===== src/rtl/tdm_demux.sv =====
// tdm_demux
//   Receive side of the serial TDM link. Hunts for the frame sync marker,
//   deserializes NUM_CH slots of SLOT_W bits (slot 0 first, MSB first) into
//   a shadow register and publishes each complete frame atomically.
//
// Ports
//   clk          rising-edge clock
//   rst_n        asynchronous active-low reset
//   z            serial data bit
//   en           qualifies z/sync; a bit is consumed only when en=1
//   sync         high with en on the first bit of a frame
//   ch_data      last complete frame, slot k at [k*SLOT_W +: SLOT_W]
//   frame_valid  one-cycle pulse: ch_data just updated
//   sync_err     one-cycle pulse: missing or early sync detected
//   locked       high while frame alignment is held
module tdm_demux #(
    parameter int unsigned NUM_CH = 4,
    parameter int unsigned SLOT_W = 8
) (
    input  logic                       clk,
    input  logic                       rst_n,
    input  logic                       z,
    input  logic                       en,
    input  logic                       sync,
    output logic [NUM_CH*SLOT_W-1:0]   ch_data,
    output logic                       frame_valid,
    output logic                       sync_err,
    output logic                       locked
);

    localparam int unsigned FRAME_W = NUM_CH * SLOT_W;
    localparam int unsigned CW      = $clog2(FRAME_W);
    localparam logic [CW-1:0] LAST  = CW'(FRAME_W - 1);
    localparam logic [CW-1:0] ONE   = CW'(1);

    typedef enum logic {
        HUNT,
        LOCKED
    } state_t;

    state_t               state_q, state_d;
    logic [CW-1:0]        cnt_q, cnt_d;
    logic [FRAME_W-1:0]   shadow_q, shadow_d;
    logic [FRAME_W-1:0]   ch_data_q, ch_data_d;
    logic                 fv_q, fv_d;
    logic                 se_q, se_d;

    // Bit index within the frame -> position in the shadow register
    // (slots are stored LSB-slot first, but each slot arrives MSB first).
    function automatic logic [CW-1:0] pos_of(input logic [CW-1:0] b);
        int unsigned bi;
        bi = 32'(b);
        return CW'((bi / SLOT_W) * SLOT_W + (SLOT_W - 1) - (bi % SLOT_W));
    endfunction

    always_comb begin
        state_d   = state_q;
        cnt_d     = cnt_q;
        shadow_d  = shadow_q;
        ch_data_d = ch_data_q;
        fv_d      = 1'b0;
        se_d      = 1'b0;

        if (en) begin
            unique case (state_q)
                HUNT: begin
                    if (sync) begin
                        shadow_d[pos_of('0)] = z;
                        cnt_d                = ONE;
                        state_d              = LOCKED;
                    end
                end
                LOCKED: begin
                    if (sync) begin
                        // Sync mid-frame abandons the partial frame but
                        // still starts a new one with this bit.
                        se_d                 = (cnt_q != '0);
                        shadow_d[pos_of('0)] = z;
                        cnt_d                = ONE;
                    end else if (cnt_q == '0) begin
                        se_d    = 1'b1;
                        state_d = HUNT;
                    end else begin
                        shadow_d[pos_of(cnt_q)] = z;
                        if (cnt_q == LAST) begin
                            cnt_d     = '0;
                            ch_data_d = shadow_d;
                            fv_d      = 1'b1;
                        end else begin
                            cnt_d = cnt_q + ONE;
                        end
                    end
                end
                default: state_d = HUNT;
            endcase
        end
    end

    always_ff @(posedge clk or negedge rst_n) begin
        if (!rst_n) begin
            state_q   <= HUNT;
            cnt_q     <= '0;
            shadow_q  <= '0;
            ch_data_q <= '0;
            fv_q      <= 1'b0;
            se_q      <= 1'b0;
        end else begin
            state_q   <= state_d;
            cnt_q     <= cnt_d;
            shadow_q  <= shadow_d;
            ch_data_q <= ch_data_d;
            fv_q      <= fv_d;
            se_q      <= se_d;
        end
    end

    assign ch_data     = ch_data_q;
    assign frame_valid = fv_q;
    assign sync_err    = se_q;
    assign locked      = (state_q == LOCKED);

endmodule


===== config.mk =====
export PLATFORM = sky130hd
export DESIGN_NAME = tdm_demux
export DESIGN_NICKNAME = d
export VERILOG_FILES = /design/src/rtl/tdm_demux.sv
export SDC_FILE = /design/constraint.sdc
export NUM_CORES = 1
export LEC_CHECK = 0
export ABC_AREA = 1
export BUFFER_PORTS_ARGS = -buffer_cell sky130_fd_sc_hd__clkbuf_2
export CORE_MARGIN = 4
export CORE_UTILIZATION = 58
export CTS_CLUSTER_SIZE = 40
export DETAILED_ROUTE_END_ITERATION = 10
export PLACE_DENSITY = 0.78
export SYNTH_ARGS = -nofsm -noshare
export SYNTH_HDL_FRONTEND = slang
export SYNTH_SLANG_ARGS = --single-unit

===== constraint.sdc =====
create_clock -name clk -period 2.2 [get_ports clk]
set_clock_uncertainty 0.05 [all_clocks]
set_input_delay 0.33 -clock clk [delete_from_list [all_inputs] [get_ports clk]]
set_output_delay 0.33 -clock clk [all_outputs]
set_load 0.02 [all_outputs]

==> results of run 1 <==
sequential cells by signal (all words and copies together) (netlist names):
name and count:
ch_data 32, shadow_q 32, cnt_q 5, frame_valid 1, locked 1, sync_err 1
critical path, delay by kind of cell (launching register included):
family,cells,cell delay [ns]
and+or+nand+nor,4,0.42
buffers and inverters,3,0.47
AOI/OAI and AO/OA,1,0.07
adders and majority gates,2,0.46
DFF,1,0.45
synth_stat cells:
cell type / count / area, sq um
clkinv_1: 1 / 3.75
inv_2: 4 / 15.0
o21ai_0: 40 / 200
nand2_2: 1 / 6.26
o21ai_1: 15 / 75.1
a31oi_1: 1 / 6.26
ha_1: 8 / 100
nor2_1: 22 / 82.6
nand4_1: 2 / 12.5
buf_6: 5 / 56.3
nand3_1: 12 / 60.1
nand2_4: 1 / 11.3
clkbuf_1: 5 / 18.8
buf_2: 7 / 35.0
nor3_1: 4 / 20.0
nand2_1: 158 / 593
nor2_8: 1 / 20.0
dfrtp_1: 72 / 1800
a21oi_1: 1 / 5.00
buf_4: 1 / 7.51
nor2_2: 1 / 6.26
o211ai_1: 28 / 210
inv_1: 32 / 120
logic make-up (layout without fill, tap and decap cells):
| logic type | after synthesis | after routing | share of synthesized area, % |
|---|---|---|---|
| flip-flops | 72 | 72 | 52.0 |
| adder cells (fa/ha/maj) | 8 | 8 | 2.89 |
| AND/OR/NAND/NOR | 202 | 202 | 23.4 |
| AO/OA/AOI/OAI | 85 | 85 | 14.3 |
| buffers and inverters | 55 | 107 | 7.40 |
final cells by class:
class / instances / share of cell area [%]
Tap cell: 72 / 2.25
Clock inverter: 2 / 0.874
Sequential cell: 72 / 44.9
Timing Repair Buffer: 54 / 8.67
Clock buffer: 14 / 4.56
Multi-Input combinational cell: 295 / 35.2
Inverter: 37 / 3.53
worst max-delay path by stage:
| stage | to | slack (ns) | depth (start not counted) |
|---|---|---|---|
| final | ch_data[16] | 0.15 | 10 |
| after global routing | ch_data[29] | 0.002 | 10 |
| after CTS | ch_data[29] | 0.15 | 10 |
| after detailed placement | ch_data[2] | 0.18 | 10 |
| after global placement | ch_data[16] | 0.22 | 9 |
| after floorplan | ch_data[0] | 0.33 | 11 |
per-stage QoR:
| step | hold slack, ns | instances | total power [mW] | setup WS (ns) | utilization [%] |
|---|---|---|---|---|---|
| 6_report | 0.172 | 546 | 3.57 | 0.149 | 71.1 |
| 3_3_place_gp | 0.125 | 529 | 2.44 | 0.215 | 67.0 |
| 5_1_grt | 0.179 | 546 | 3.80 | 0.00175 | 71.1 |
| 4_1_cts | 0.165 | 546 | 3.58 | 0.151 | 71.0 |
| 3_5_place_dp | 0.127 | 529 | 2.45 | 0.177 | 67.0 |
| 2_1_floorplan | -0.0156 | 422 | 2.18 | 0.333 | - |
metal layers:
layer / track usage [%] / vias up / wire length [microns]
li1: - / 1457 / -
met1: 32.1 / 1350 / 3580
met2: 34.2 / 81 / 3440
met3: 4.56 / 10 / 399
met4: 9.21 / 0 / 104
met5: 0 / - / 0
power breakdown:
| group | internal (mW) | switching [mW] |
|---|---|---|
| logic | 0.267 | 0.598 |
| clock network | 0.647 | 0.475 |
| registers | 1.47 | 0.116 |
| total | 2.38 | 1.19 |
repair_timing:
item                                    in CTS  in global routing
hold endpoints to repair                     5                  0
endpoints found under the setup margin       0                  5
gates resized for setup                      0                  3
hold buffers                                 1                  0
==> results_dict.tcl, run 1 <==
set metrics [dict create \
    maxSlewHeadroom_pct 66.2 \
    fp-row-count 27 \
    initial_core_util_pct 61.5 \
    crit_type "flop to flop" \
    finalCriticalPeriod_ns 2.05 \
    ff_latch_area_sq_um 1800 \
    die_h_microns 85.3 \
    fin_setup_tns_ns 0 \
    die_w_microns 85.3 \
    grt_use_total_pct 22.7 \
    place_hpwl_mm 5.21 \
    antenna_found_initial 0 \
    nNetsFinal 482 \
    most-common-layout-cells "nand2_1 (158), dfrtp_1 (72), o21ai_0 (40), clkbuf_2 (38), inv_1 (32)" \
    clk_pin_slew_ns 0.07 \
    finalHoldViolCount 0 \
    maxCapViolCount 0 \
    post_cts_buffers 0 \
    grt_pass1_vias 2887 \
    htreeDepth 3 \
    synthToLayoutAreaGrowth_pct 15.7 \
    cts_made_buffers 9 \
    hold_path_end "frame_valid" \
    cts_tree "yes" \
    finalMaxSlewViolations 0 \
    ff2ff_path_depth 10 \
    rsz0062_at_grt "false" \
    postPlaceCellArea_sq_um 3780 \
    via_per_inst 5.31 \
    drt-pass1-iter-count 5 \
    syn_nets 435 \
    layout_commonest_cell "nand2_1" \
    crit_start "cnt_q[1]" \
    ys_ff_latch 72 \
    wire_per_inst_microns 13.8 \
    yosysSeqAreaShare_pct 52.0 \
    hold_path.startpoint "en" \
    worst_path_largest_cell_delay_ns 0.45 \
    cpMostUsedCell "nand2_1" \
    globalRouteOverflowTotal 0 \
    drc 0 \
    hp-class "input port to flop" \
    start_kind "flop" \
    whs_path_depth 3 \
    setup_viol 0 \
    drt_iter0_drc 238 \
    path_cells "ha_2 -> nand2_1 -> nor2_1 -> ha_1 -> inv_1 -> nor2_8 -> inv_2 -> buf_12 -> nand2_1 -> o21ai_0" \
    worst_pin_slew_ns 0.504 \
    ys_types 23 \
    critPathMaxFanout 17 \
    multi_input_area_sq_um 1410 \
    cts_num_sinks 72 \
    synth_area_sq_um 3470 \
    avgSynthCellArea_sq_um 8.22 \
    final_area_sq_um 4010 \
    drt_wl_total_mm 7.53 \
    end_kind "flop" \
    r2r_start "cnt_q[1]" \
    diodes 0 \
    ant_nets 0 \
    p_leak_nw 2.12 \
    slowest_stage "dfrtp_1" \
    r2r-end "ch_data[16]" \
    cts-root-buf "clkbuf_8" \
    clockBufferDepth 2 \
    io_pins 40 \
    grt_pass1_wl_mm 13.2 \
    power.density_nw_per_um2 891 \
    min_period_over_period_pct 93.2 \
    drive_gt1_share_pct 16.2 \
    die_area_sq_um 7280 \
    core_sq_um 5640 \
    clk_latency_ns 0.35 \
    outcome "finished clean" \
    arrival_ns 2.23 \
    globalplace.congestion 0.840 \
    required_ns 2.38 \
    grt_max_degree 43 \
    vias 2898 \
    r2r_setup_slack_ns 0.15 \
    fmax_mhz 488 \
    nFillCells 467 \
    yosysWarnings 0 \
    netlist_instances 422 \
    peakVddDrop_v 0.000615 \
    io_buffers 39 \
]
Note: power is estimated with default switching activity, not from simulation.
==> inputs of run 2 (changes only) <==
--- a/config.mk
+++ b/config.mk
@@ -7,11 +7,13 @@
 export LEC_CHECK = 0
 export ABC_AREA = 1
 export BUFFER_PORTS_ARGS = -buffer_cell sky130_fd_sc_hd__clkbuf_2
+export CELL_PAD_IN_SITES_DETAIL_PLACEMENT = 1
+export CELL_PAD_IN_SITES_GLOBAL_PLACEMENT = 2
 export CORE_MARGIN = 4
-export CORE_UTILIZATION = 58
+export CORE_UTILIZATION = 35
 export CTS_CLUSTER_SIZE = 40
 export DETAILED_ROUTE_END_ITERATION = 10
-export PLACE_DENSITY = 0.78
+export PLACE_DENSITY = 0.79
 export SYNTH_ARGS = -nofsm -noshare
 export SYNTH_HDL_FRONTEND = slang
 export SYNTH_SLANG_ARGS = --single-unit
==> run 2 against run 1 <==
- worst hold slack got worse by 0.0071 ns
- global-route usage down 5.5 points
- worst setup slack improved by 0.031 ns
- power is 3.6% higher
- design area increased by 2.4%
- via count is 1.3% higher
- combinational power up 5.0%
- maximum frequency increased by 1.5%
- largest power group unchanged
==> results_dict.tcl, run 2 (synthesized netlist as in run 1, its figures left out) <==
set metrics [dict create \
    place_hpwl_mm 6.44 \
    clk_latency_ns 0.34 \
    outcome "finished clean" \
    maxCapViolCount 0 \
    maxSlewHeadroom_pct 62.7 \
    fp-row-count 36 \
    cts-root-buf "clkbuf_8" \
    layout_commonest_cell "nand2_1" \
    wire_per_inst_microns 14.6 \
    hold_ws_ns 0.165 \
    dp.cells 590 \
    io_pins 40 \
    vias 2935 \
    globalRouteOverflowTotal 0 \
    rsz0062_at_grt "false" \
    grt_use_total_pct 17.1 \
    layout_setup_ws_ns 0.180 \
    drt_iter0_drc 94 \
    most-common-layout-cells "nand2_1 (158), dfrtp_1 (70), o21ai_0 (40), clkbuf_2 (38), inv_1 (31)" \
    synthToLayoutAreaGrowth_pct 18.4 \
    min_period_over_period_pct 91.8 \
    grt_max_degree 41 \
    grt_busiest_layer "met2" \
    hp-class "input port to flop" \
    dpl_worst_slack_ns 0.0466 \
    final_core_util_pct 42.2 \
    io_buffers 39 \
    peakVddDrop_v 0.000315 \
    fin_setup_tns_ns 0 \
    antenna_found_initial 0 \
    via_per_inst 4.82 \
    grt_pass1_vias 3104 \
    fmax_mhz 495 \
    die_h_microns 108 \
    core_sq_um 9730 \
    drt-pass1-iter-count 4 \
    die_area_sq_um 11600 \
    drive_gt1_share_pct 17.4 \
    postPlaceCellArea_sq_um 3840 \
    nFillCells 1214 \
    cts_tree "yes" \
    p_leak_nw 2.12 \
    diodes 0 \
    clockBufferDepth 2 \
    grt_util_met2_pct 26.9 \
    final_area_sq_um 4110 \
    cts_num_sinks 72 \
    globalplace.congestion 0.773 \
    setup_viol 0 \
    crit_type "flop to flop" \
    drc 0 \
    grt_pass1_wl_mm 15.7 \
    end_kind "flop" \
    finalPower_mw 3.70 \
    instances_no_fill 609 \
    finalMaxSlewViolations 0 \
    nNetsFinal 484 \
    clk_pin_slew_ns 0.08 \
    ant_nets 0 \
    power.density_nw_per_um2 901 \
    grtUsageMet3_pct 3.48 \
    arrival_ns 2.19 \
    drt_wl_total_mm 8.86 \
    use_met1_pct 24.3 \
    worst_pin_slew_ns 0.555 \
    required_ns 2.37 \
    cts_made_buffers 9 \
    finalCriticalPeriod_ns 2.02 \
    start_kind "flop" \
    initial_core_util_pct 35.6 \
    htreeDepth 3 \
    finalHoldViolCount 0 \
    die_w_microns 108 \
    critPathMaxFanout 16 \
]
## run 2: changes by cell type in the layout (fill, tap and decap cells not counted), moves of 2 or more
cell	before	now
dfrtp_2	0	2
buf_4	11	14
inv_2	3	5
clkinvlp_4	0	3
dfrtp_1	72	70
clkbuf_8	13	10
## run 2: timing repair
item / 4_1_cts / 5_1_grt
resized for setup: 0 / 5
hold buffers: 1 / 0
hold endpoints to repair: 32 / 0
setup endpoints to repair: 0 / 35
buffers inserted: 0 / 2
## run 2: cell type report
class	count	area, sq um	area share, %
Sequential cell	72	1800	43.9
Multi-Input combinational cell	295	1410	34.4
Timing Repair Buffer	56	357	8.68
Tap cell	133	166	4.05
Inverter	37	139	3.38
Clock buffer	10	138	3.35
Clock inverter	6	91.3	2.22
## run 2: final timing paths
| path | start | endpoint | slack [ns] | depth (start not counted) |
|---|---|---|---|---|
| worst max-delay path | cnt_q[0] | ch_data[22] | 0.18 | 10 |
| worst min-delay path | en | frame_valid | 0.17 | 3 |
| worst max register to register | cnt_q[0] | ch_data[22] | 0.18 | 10 |
| worst min register to register | shadow_q[6] | shadow_q[6] | 0.43 | 2 |
| max in group asynchronous | rst_n | cnt_q[0] | 1.08 | 3 |
| min in group asynchronous | rst_n | ch_data[30] | 0.44 | 2 |
## run 2: metal layers
layer / wire [microns] / vias to the layer above
met4: 105 / 0
met5: 0 / -
met2: 3960 / 52
li1: - / 1464
met1: 4500 / 1407
met3: 296 / 12
## run 2: critical path, cell delays in order, from the launching register on
cell	delay, ns
dfrtp_2	0.42
inv_1	0.09
ha_1	0.22
nand3_1	0.15
ha_1	0.22
nand2_4	0.13
nor2_8	0.21
inv_2	0.07
buf_4	0.19
nand2_1	0.07
nand2_1	0.07
## run 2: power by group
part           total, mW  internal, mW  switching, mW
combinational      0.908         0.280          0.628
clock               1.21         0.673          0.533
sequential          1.59          1.47          0.113
total               3.70          2.43           1.27
